`src/rtl/nlp16_pkg.sv`:
```
// Shared types and helpers for the nlp16 front end (fetch and decode).
package nlp16_pkg;

    typedef logic [15:0] word_t;

    typedef enum logic [1:0] {
        FETCH1 = 2'd0,
        FETCH2 = 2'd1,
        HOLD   = 2'd2,
        FLUSH  = 2'd3
    } fetch_state_t;

    // Bit 15 of the first word marks a two-word instruction; the decoder
    // uses the same test to select its operand source.
    function automatic logic is_two_word(word_t ir1);
        return ir1[15];
    endfunction

    // Number of words occupied by the instruction whose first word is ir1.
    function automatic word_t fetch_len(word_t ir1);
        return is_two_word(ir1) ? 16'd2 : 16'd1;
    endfunction

endpackage

```
`src/rtl/instruction_fetch.sv`:
```
// Instruction fetch unit: reads 16-bit words from instruction memory,
// assembles one- or two-word instructions and hands them to the decoder
// on a valid/ready handshake. Execute can redirect the PC at any time.
module instruction_fetch
    import nlp16_pkg::*;
#(
    parameter word_t RESET_PC = 16'h0000
) (
    input  logic        i_clk,
    input  logic        i_rst,
    input  logic        i_jmp,
    input  logic [15:0] i_jmp_addr,
    output logic [15:0] o_mem_addr,
    output logic        o_mem_rd,
    input  logic [15:0] i_mem_data,
    input  logic        i_mem_ack,
    output logic [15:0] o_ir1,
    output logic [15:0] o_ir2,
    output logic [15:0] o_pc,
    output logic        o_valid,
    input  logic        i_ready
);

    fetch_state_t state_q, state_d;
    word_t        pc_q,    pc_d;     // address of the instruction being fetched
    word_t        ir1_q,   ir1_d;
    word_t        ir2_q,   ir2_d;
    word_t        opc_q,   opc_d;    // address of the presented instruction
    word_t        addr_q,  addr_d;
    logic         rd_q,    rd_d;
    logic         valid_q, valid_d;

    logic ack;
    assign ack = rd_q & i_mem_ack;

    // Next-state logic: a redirect overrides everything except reset. The
    // memory request is never withdrawn, so a redirect that finds a read
    // still outstanding parks in FLUSH until that read completes.
    always_comb begin
        state_d = state_q;
        pc_d    = pc_q;
        ir1_d   = ir1_q;
        ir2_d   = ir2_q;
        opc_d   = opc_q;
        addr_d  = addr_q;
        rd_d    = rd_q;
        valid_d = valid_q;

        if (i_jmp) begin
            pc_d    = i_jmp_addr;
            valid_d = 1'b0;
            if (rd_q && !i_mem_ack) begin
                state_d = FLUSH;
            end else begin
                state_d = FETCH1;
                rd_d    = 1'b1;
                addr_d  = i_jmp_addr;
            end
        end else begin
            case (state_q)
                FETCH1: begin
                    if (!rd_q) begin
                        // Only reachable straight out of reset: issue first read.
                        rd_d   = 1'b1;
                        addr_d = pc_q;
                    end else if (ack) begin
                        ir1_d = i_mem_data;
                        opc_d = pc_q;
                        if (is_two_word(i_mem_data)) begin
                            state_d = FETCH2;
                            addr_d  = pc_q + 16'd1;
                        end else begin
                            ir2_d   = '0;
                            rd_d    = 1'b0;
                            valid_d = 1'b1;
                            state_d = HOLD;
                        end
                    end
                end
                FETCH2: begin
                    if (ack) begin
                        ir2_d   = i_mem_data;
                        rd_d    = 1'b0;
                        valid_d = 1'b1;
                        state_d = HOLD;
                    end
                end
                HOLD: begin
                    if (i_ready) begin
                        pc_d    = pc_q + fetch_len(ir1_q);
                        addr_d  = pc_q + fetch_len(ir1_q);
                        rd_d    = 1'b1;
                        valid_d = 1'b0;
                        state_d = FETCH1;
                    end
                end
                FLUSH: begin
                    if (ack) begin
                        // Stale data dropped; restart at the redirect target.
                        rd_d    = 1'b1;
                        addr_d  = pc_q;
                        state_d = FETCH1;
                    end
                end
                default: begin
                    state_d = FETCH1;
                end
            endcase
        end
    end

    // State and output registers with synchronous reset.
    always_ff @(posedge i_clk) begin
        if (i_rst) begin
            state_q <= FETCH1;
            pc_q    <= RESET_PC;
            ir1_q   <= '0;
            ir2_q   <= '0;
            opc_q   <= RESET_PC;
            addr_q  <= RESET_PC;
            rd_q    <= 1'b0;
            valid_q <= 1'b0;
        end else begin
            state_q <= state_d;
            pc_q    <= pc_d;
            ir1_q   <= ir1_d;
            ir2_q   <= ir2_d;
            opc_q   <= opc_d;
            addr_q  <= addr_d;
            rd_q    <= rd_d;
            valid_q <= valid_d;
        end
    end

    assign o_mem_addr = addr_q;
    assign o_mem_rd   = rd_q;
    assign o_ir1      = ir1_q;
    assign o_ir2      = ir2_q;
    assign o_pc       = opc_q;
    assign o_valid    = valid_q;

endmodule

```
`config.mk`:
```
export PLATFORM = sky130hd
export DESIGN_NAME = instruction_fetch
export DESIGN_NICKNAME = d
export VERILOG_FILES = /design/src/rtl/nlp16_pkg.sv /design/src/rtl/instruction_fetch.sv
export SDC_FILE = /design/constraint.sdc
export NUM_CORES = 1
export LEC_CHECK = 0
export ABC_AREA = 0
export CORE_UTILIZATION = 40
export DETAILED_ROUTE_END_ITERATION = 10
export GPL_TIMING_DRIVEN = 1
export MAX_ROUTING_LAYER = met4
export PLACE_DENSITY = 0.71
export SLEW_MARGIN = 10
export SYNTH_ARGS = -nofsm -noshare
export SYNTH_HDL_FRONTEND = slang
export SYNTH_SLANG_ARGS = --single-unit
export TNS_END_PERCENT = 10
```
`constraint.sdc`:
```
create_clock -name i_clk -period 2.1 [get_ports i_clk]
set_input_delay 0.42 -clock i_clk [delete_from_list [all_inputs] [get_ports i_clk]]
set_output_delay 0.42 -clock i_clk [all_outputs]
set_load 0.1 [all_outputs]
```
; Word-level counts from Yosys, hierarchy flattened
; Cells that the tools add are included.
[totals]
latch_bits = 0
elab_cells = 83
mem_count = 0
output_inout_bits = 66
register_bits = 84
romBits = 0
ramBits = 0
input_bits = 37
[classes]
n_addsub = 2
reduce_logical = 16
order_cmp = 0
eq_ne = 16
multipliers = 0
shifts = 0
mux = 39
div = 0
bitwise = 2
[ops]
columns = operator, n
row1 = two-way mux 16 bit, 13
row2 = one-hot mux 16 bit (3 select lines), 1
row3 = one-hot mux 16 bit (2 select lines), 1
row4 = two-way mux 2 bit, 9
row5 = AND reduction 6 bit, 3
row6 = adder 16 x 1 -> 16 bit (second input constant), 1
row7 = adder 16 x 2 -> 16 bit, 1
row8 = != test 3 bit (second input constant), 5
row9 = two-way mux 1 bit, 12
row10 = != test 2 bit (second input constant), 6
row11 = != test 4 bit (second input constant), 2
row12 = one-hot mux 2 bit (4 select lines), 1
row13 = AND reduction 4 bit, 2
row14 = nonzero test 2 bit, 3
row15 = AND reduction 5 bit, 1
row16 = == test 2 bit (second input constant), 2
row17 = one-hot mux 1 bit (4 select lines), 1
row18 = nonzero test 4 bit, 1
row19 = one-hot mux 1 bit (3 select lines), 1
row20 = nonzero test 3 bit, 1
row21 = == test 2 x 1 -> 1 bit (second input constant), 1
row22 = zero test 2 bit, 1
row23 = AND reduction 2 bit, 1
row24 = OR reduction 2 bit, 1
row25 = 4 further kinds, 4

; Longest topological paths before layout
[depth]
word_depth = 6
depth_mapped = 8
depth_no_buf = 8

; Worst setup path after synthesis
; No wires, ideal clock.
[synth_timing]
path_type = register -> register
startpoint = reg ir1_q[15] (netlist: o_ir1[15])
endpoint = reg addr_q[4] (netlist: o_mem_addr[4])
n_path_buf = 0
arrival_ns = 2.654
setup_time_ns = 0.061
setup_slack_ns = -0.615
stages_incl_launch_ff = 9
synth_period_minus_slack_ns = 2.715
required_time_ns = 2.039
cell_sequence = dfxtp_1 -> inv_1 -> ha_1 -> fa_1 -> nand3b_1 -> a21oi_1 -> xnor2_1 -> a2111oi_0 -> a31o_2
[synth_via]
elab_chain_len = 5
[synth_rtl]
columns = item, line_no
row1 = start: declaration, instruction_fetch.sv:26  ; word_t ir1_q, ir1_d;
row2 = start signal: assignment, instruction_fetch.sv:126  ; ir1_q <= ir1_d;
row3 = two-way mux 2 bit, nlp16_pkg.sv:21  ; return is_two_word(ir1) ? 16'd2 : 16'd1;
row4 = adder 16 x 2 -> 16 bit, instruction_fetch.sv:91  ; addr_d = pc_q + fetch_len(ir1_q);
row5 = two-way mux 16 bit, instruction_fetch.sv:89  ; if (i_ready) begin
row6 = one-hot mux 16 bit (3 select lines), instruction_fetch.sv:60  ; case (state_q)
row7 = two-way mux 16 bit, instruction_fetch.sv:49  ; if (i_jmp) begin
row8 = end signal: assignment, instruction_fetch.sv:129  ; addr_q <= addr_d;
row9 = end: declaration, instruction_fetch.sv:29  ; word_t addr_q, addr_d;
; Every way passes these cells. The select of a mux whose other input is x is not followed.
; A chain may end at the register's enable or synchronous reset.

; Worst setup path after layout
[layout_timing]
startpoint = reg ir1_q[15] (netlist: o_ir1[15])
endpoint = reg addr_q[10] (netlist: o_mem_addr[10])
; The elaborated chain is that of the path after synthesis.

==> results.txt <==
Final setup viols - 0
vias in the first global route - 3966
worst path cell trace - inv_1, ha_2, fa_2, nand3b_1, buf_4, a211oi_1, xor2_1, o211ai_1, o21ai_0
prevailing post-synth register cell - dfxtp_1
Simple-Gate Fraction of Synth Area - 24.9%
DRC violations left - 0
xor/xnor share of the synthesized area - 5.25%
later-pin clock latency in the skew report - 0.36 ns
CP Data Arrival Time - 2.28 ns
Starting Density - 41.2%
critical path type - reg -> reg
max-cap violations - 0
Worst Path Max Fanout - 5
Seq pwr share - 43.6%
slew margin rel. - 63.8%
Fin. Hold Viols - 0
Clk pwr share - 30.6%
H-Tree Depth - 3
HP Class - reg -> reg
fillers - 918
Logic pwr share - 25.8%
CTS Buf Count - 9
PwrDens - 723 nW/um2
mux cell area share after synthesis - 0.500%
final period utilization - 96.5%
post-detailed-route count of antenna-violating nets - 0
Fin Hold WS - 0.457 ns
setup ws final - 0.0729 ns
# nets final - 674
Syn Nets - 552
Die Y - 102 um
Tmin final - 2.03 ns
area taken by multi-input logic gates - 2130 um2
FF/Latch Area - 1690 um2
antenna violations before repair - 0
DRT Pass-1 Iters - 5
Final Max Tran Viols - 0
CP Capture Type - register
top cells by count, synth - 114 x nand2_1, 84 x dfxtp_1, 63 x a21oi_1, 30 x clkbuf_1, 27 x nor2_1
Sink Count - 84
post-synthesis async set-or-reset flop share - 0%
Layout area overhead - 38.3%
RD Place Congestion - 0.909
f_max - 493 MHz
clk slew on worst S/H paths - 0.10 ns
mapped cell area - 4010 um2
Overflow after GRT - 0
Core ar. - 9730 um2
Clock Path Buffers - 2
synth unique cells - 54
outcome - complete, no violations
Yosys Warn Count - 0
CTS tree - yes
first-pass GRT wire length - 19100 um
most common cell in the netlist - nand2_1
CP max stage delay - 0.37 ns
Yosys reg bits - 84
unrepaired setup endpoints after global routing - true
gr usage total - 24.0%
largest family of logic cells by synthesized area - simple AND/OR/NAND/NOR gates
n_diodes - 0
area leader, netlist - dfxtp_1
root buffer selected by CTS - clkbuf_8
FP Rows - 36
Layout Cells excl Fill - 771
sw power - 1.41 mW
die width - 102 um
Post-Place Cells - 755
Leak Pwr - 2.15 nW
postcts setup bufs - 0
Slew @ Worst Pin - 0.540 ns
DP Wirelength - 8580 um
PortBufs - 102
Gate Count Post-Synth - 511
P_int - 2.60 mW
CP max-delay cell - dfxtp_4
Adder-Cell Fraction of Synth Area - 1.44%
top cells by area, synth - dfxtp_1 42%, nand2_1 11%, a21oi_1 7.9%
Fin Clk Skew - 0.0183 ns
post-place setup slack - -0.249 ns
die area - 10400 um2
Synth top area share - 42.0%
I/O Pins - 103
Seq/Total Area, Yosys - 42.0%
post-synthesis compound-gate area fraction - 20.3%
syn_area_per_cell - 7.84 um2
Total Wirelength - 11800 um
largest net degree at the start of global routing - 75
startpoint types - register
Worst EP required - 2.35 ns
Vias - 4103
Switching Share - 35.2%
Post-synth EDFFs - 0
layout cells sized above 1 - 24.6%
VDD IR-drop max - 0.000403 V
vias per cell - 5.32
wire length per cell - 15.3 um
Iteration-0 DRC Markers - 175
-- power by group through the flow --
| stage | Sequential (mW) | Clock (mW) | Combinational (mW) |
|---|---|---|---|
| after detailed placement | 1.78 | 0 | 1.02 |
| after floorplan | 2.14 | 0 | 0.322 |
| after global placement | 1.78 | 0 | 1.01 |
| after global routing | 1.76 | 1.32 | 1.09 |
| final | 1.75 | 1.23 | 1.03 |
| after CTS | 1.74 | 1.26 | 1.03 |
-- area by class of cell --
type                       instances  share of cell area (%)
multi-input combinational        373                    38.5
sequential                        84                    30.5
timing repair buffer             158                    23.8
tap                              133                    3.00
clock buffer                      10                    2.48
clock inverter                     6                    1.29
inverter                           7                   0.474
-- routing by layer --
| layer | part of all wire (%) | global-route usage [%] | routed length [um] | vias up |
|---|---|---|---|---|
| li1 | - | - | - | 2019 |
| met1 | 45 | 30.7 | 5290 | 1944 |
| met2 | 49 | 38.4 | 5780 | 118 |
| met3 | 4.1 | 4.31 | 485 | 22 |
| met4 | 1.8 | 7.69 | 211 | 0 |
| met5 | 0 | - | 0 | - |
-- state kept, by name, summed over array words and instances (netlist names) --
name and flops:
o_ir1 16, state_q 2, o_ir2 16, o_valid 1, pc_q 16, o_mem_rd 1, o_mem_addr 16, o_pc 16
-- logic make-up after synthesis --
logic type	Yosys count
AND/OR/NAND/NOR	213
AO/OA/AOI/OAI	130
flip-flops	84
buffers and inverters	54
XOR/XNOR	24
adder cells (fa/ha/maj)	4
multiplexers	2
-- repair_timing --
action | 4_1_cts | 5_1_grt
pin swaps | 0 | 1
setup endpoints to repair | 1 | 13
hold buffers | 0 | 0
gates resized for setup | 1 | 7
-- path summary, 6_finish.rpt --
check / startpoint / end / slack (ns) / depth (start not counted)
hold / removal: o_pc[11] / o_pc[11] / 0.46 / 2
setup reg to reg: o_ir1[15] / o_mem_addr[10] / 0.07 / 9
hold reg to reg: o_pc[11] / o_pc[11] / 0.46 / 2
setup / recovery: o_ir1[15] / o_mem_addr[10] / 0.07 / 9
-- through the flow --
stage	total power [mW]	setup TNS (ns)	cell area [um2]	utilization, %
2_1_floorplan	2.46	0	4020	-
3_3_place_gp	2.79	-0.752	5300	54.5
3_5_place_dp	2.80	-1.73	5300	54.5
4_1_cts	4.03	0	5520	56.7
5_1_grt	4.17	-0.0714	5540	57.0
6_report	4.01	0	5540	57.0
-- critical path, delay by kind of cell (launching register included) --
kind                       cells  cell delay [ns]
AOI/OAI and AO/OA              3             0.60
xor gates and xnor gates       1             0.10
adders and majority gates      2             0.39
buffers and inverters          2             0.26
DFF                            1             0.37
and+or+nand+nor                1             0.19
-- layout by cell type, fill, tap and decap left out, types with 3 or more instances in the layout --
cell type	instances
o211ai_1	4
o21ai_0	14
nor3_1	8
nor2_1	27
or3_1	3
buf_12	4
o21a_1	4
nor3_2	3
a21boi_0	4
clkdlybuf4s50_1	35
inv_1	7
buf_4	118
clkbuf_8	10
a221oi_1	6
nor2b_1	4
xor2_1	13
nor4_1	6
a21oi_1	63
nand2_1	113
xnor2_1	11
a211oi_1	10
nand4_1	7
nand2b_1	3
a311oi_1	4
dfxtp_1	81
nand3_1	24
Power figures use the tool's default switching activity.
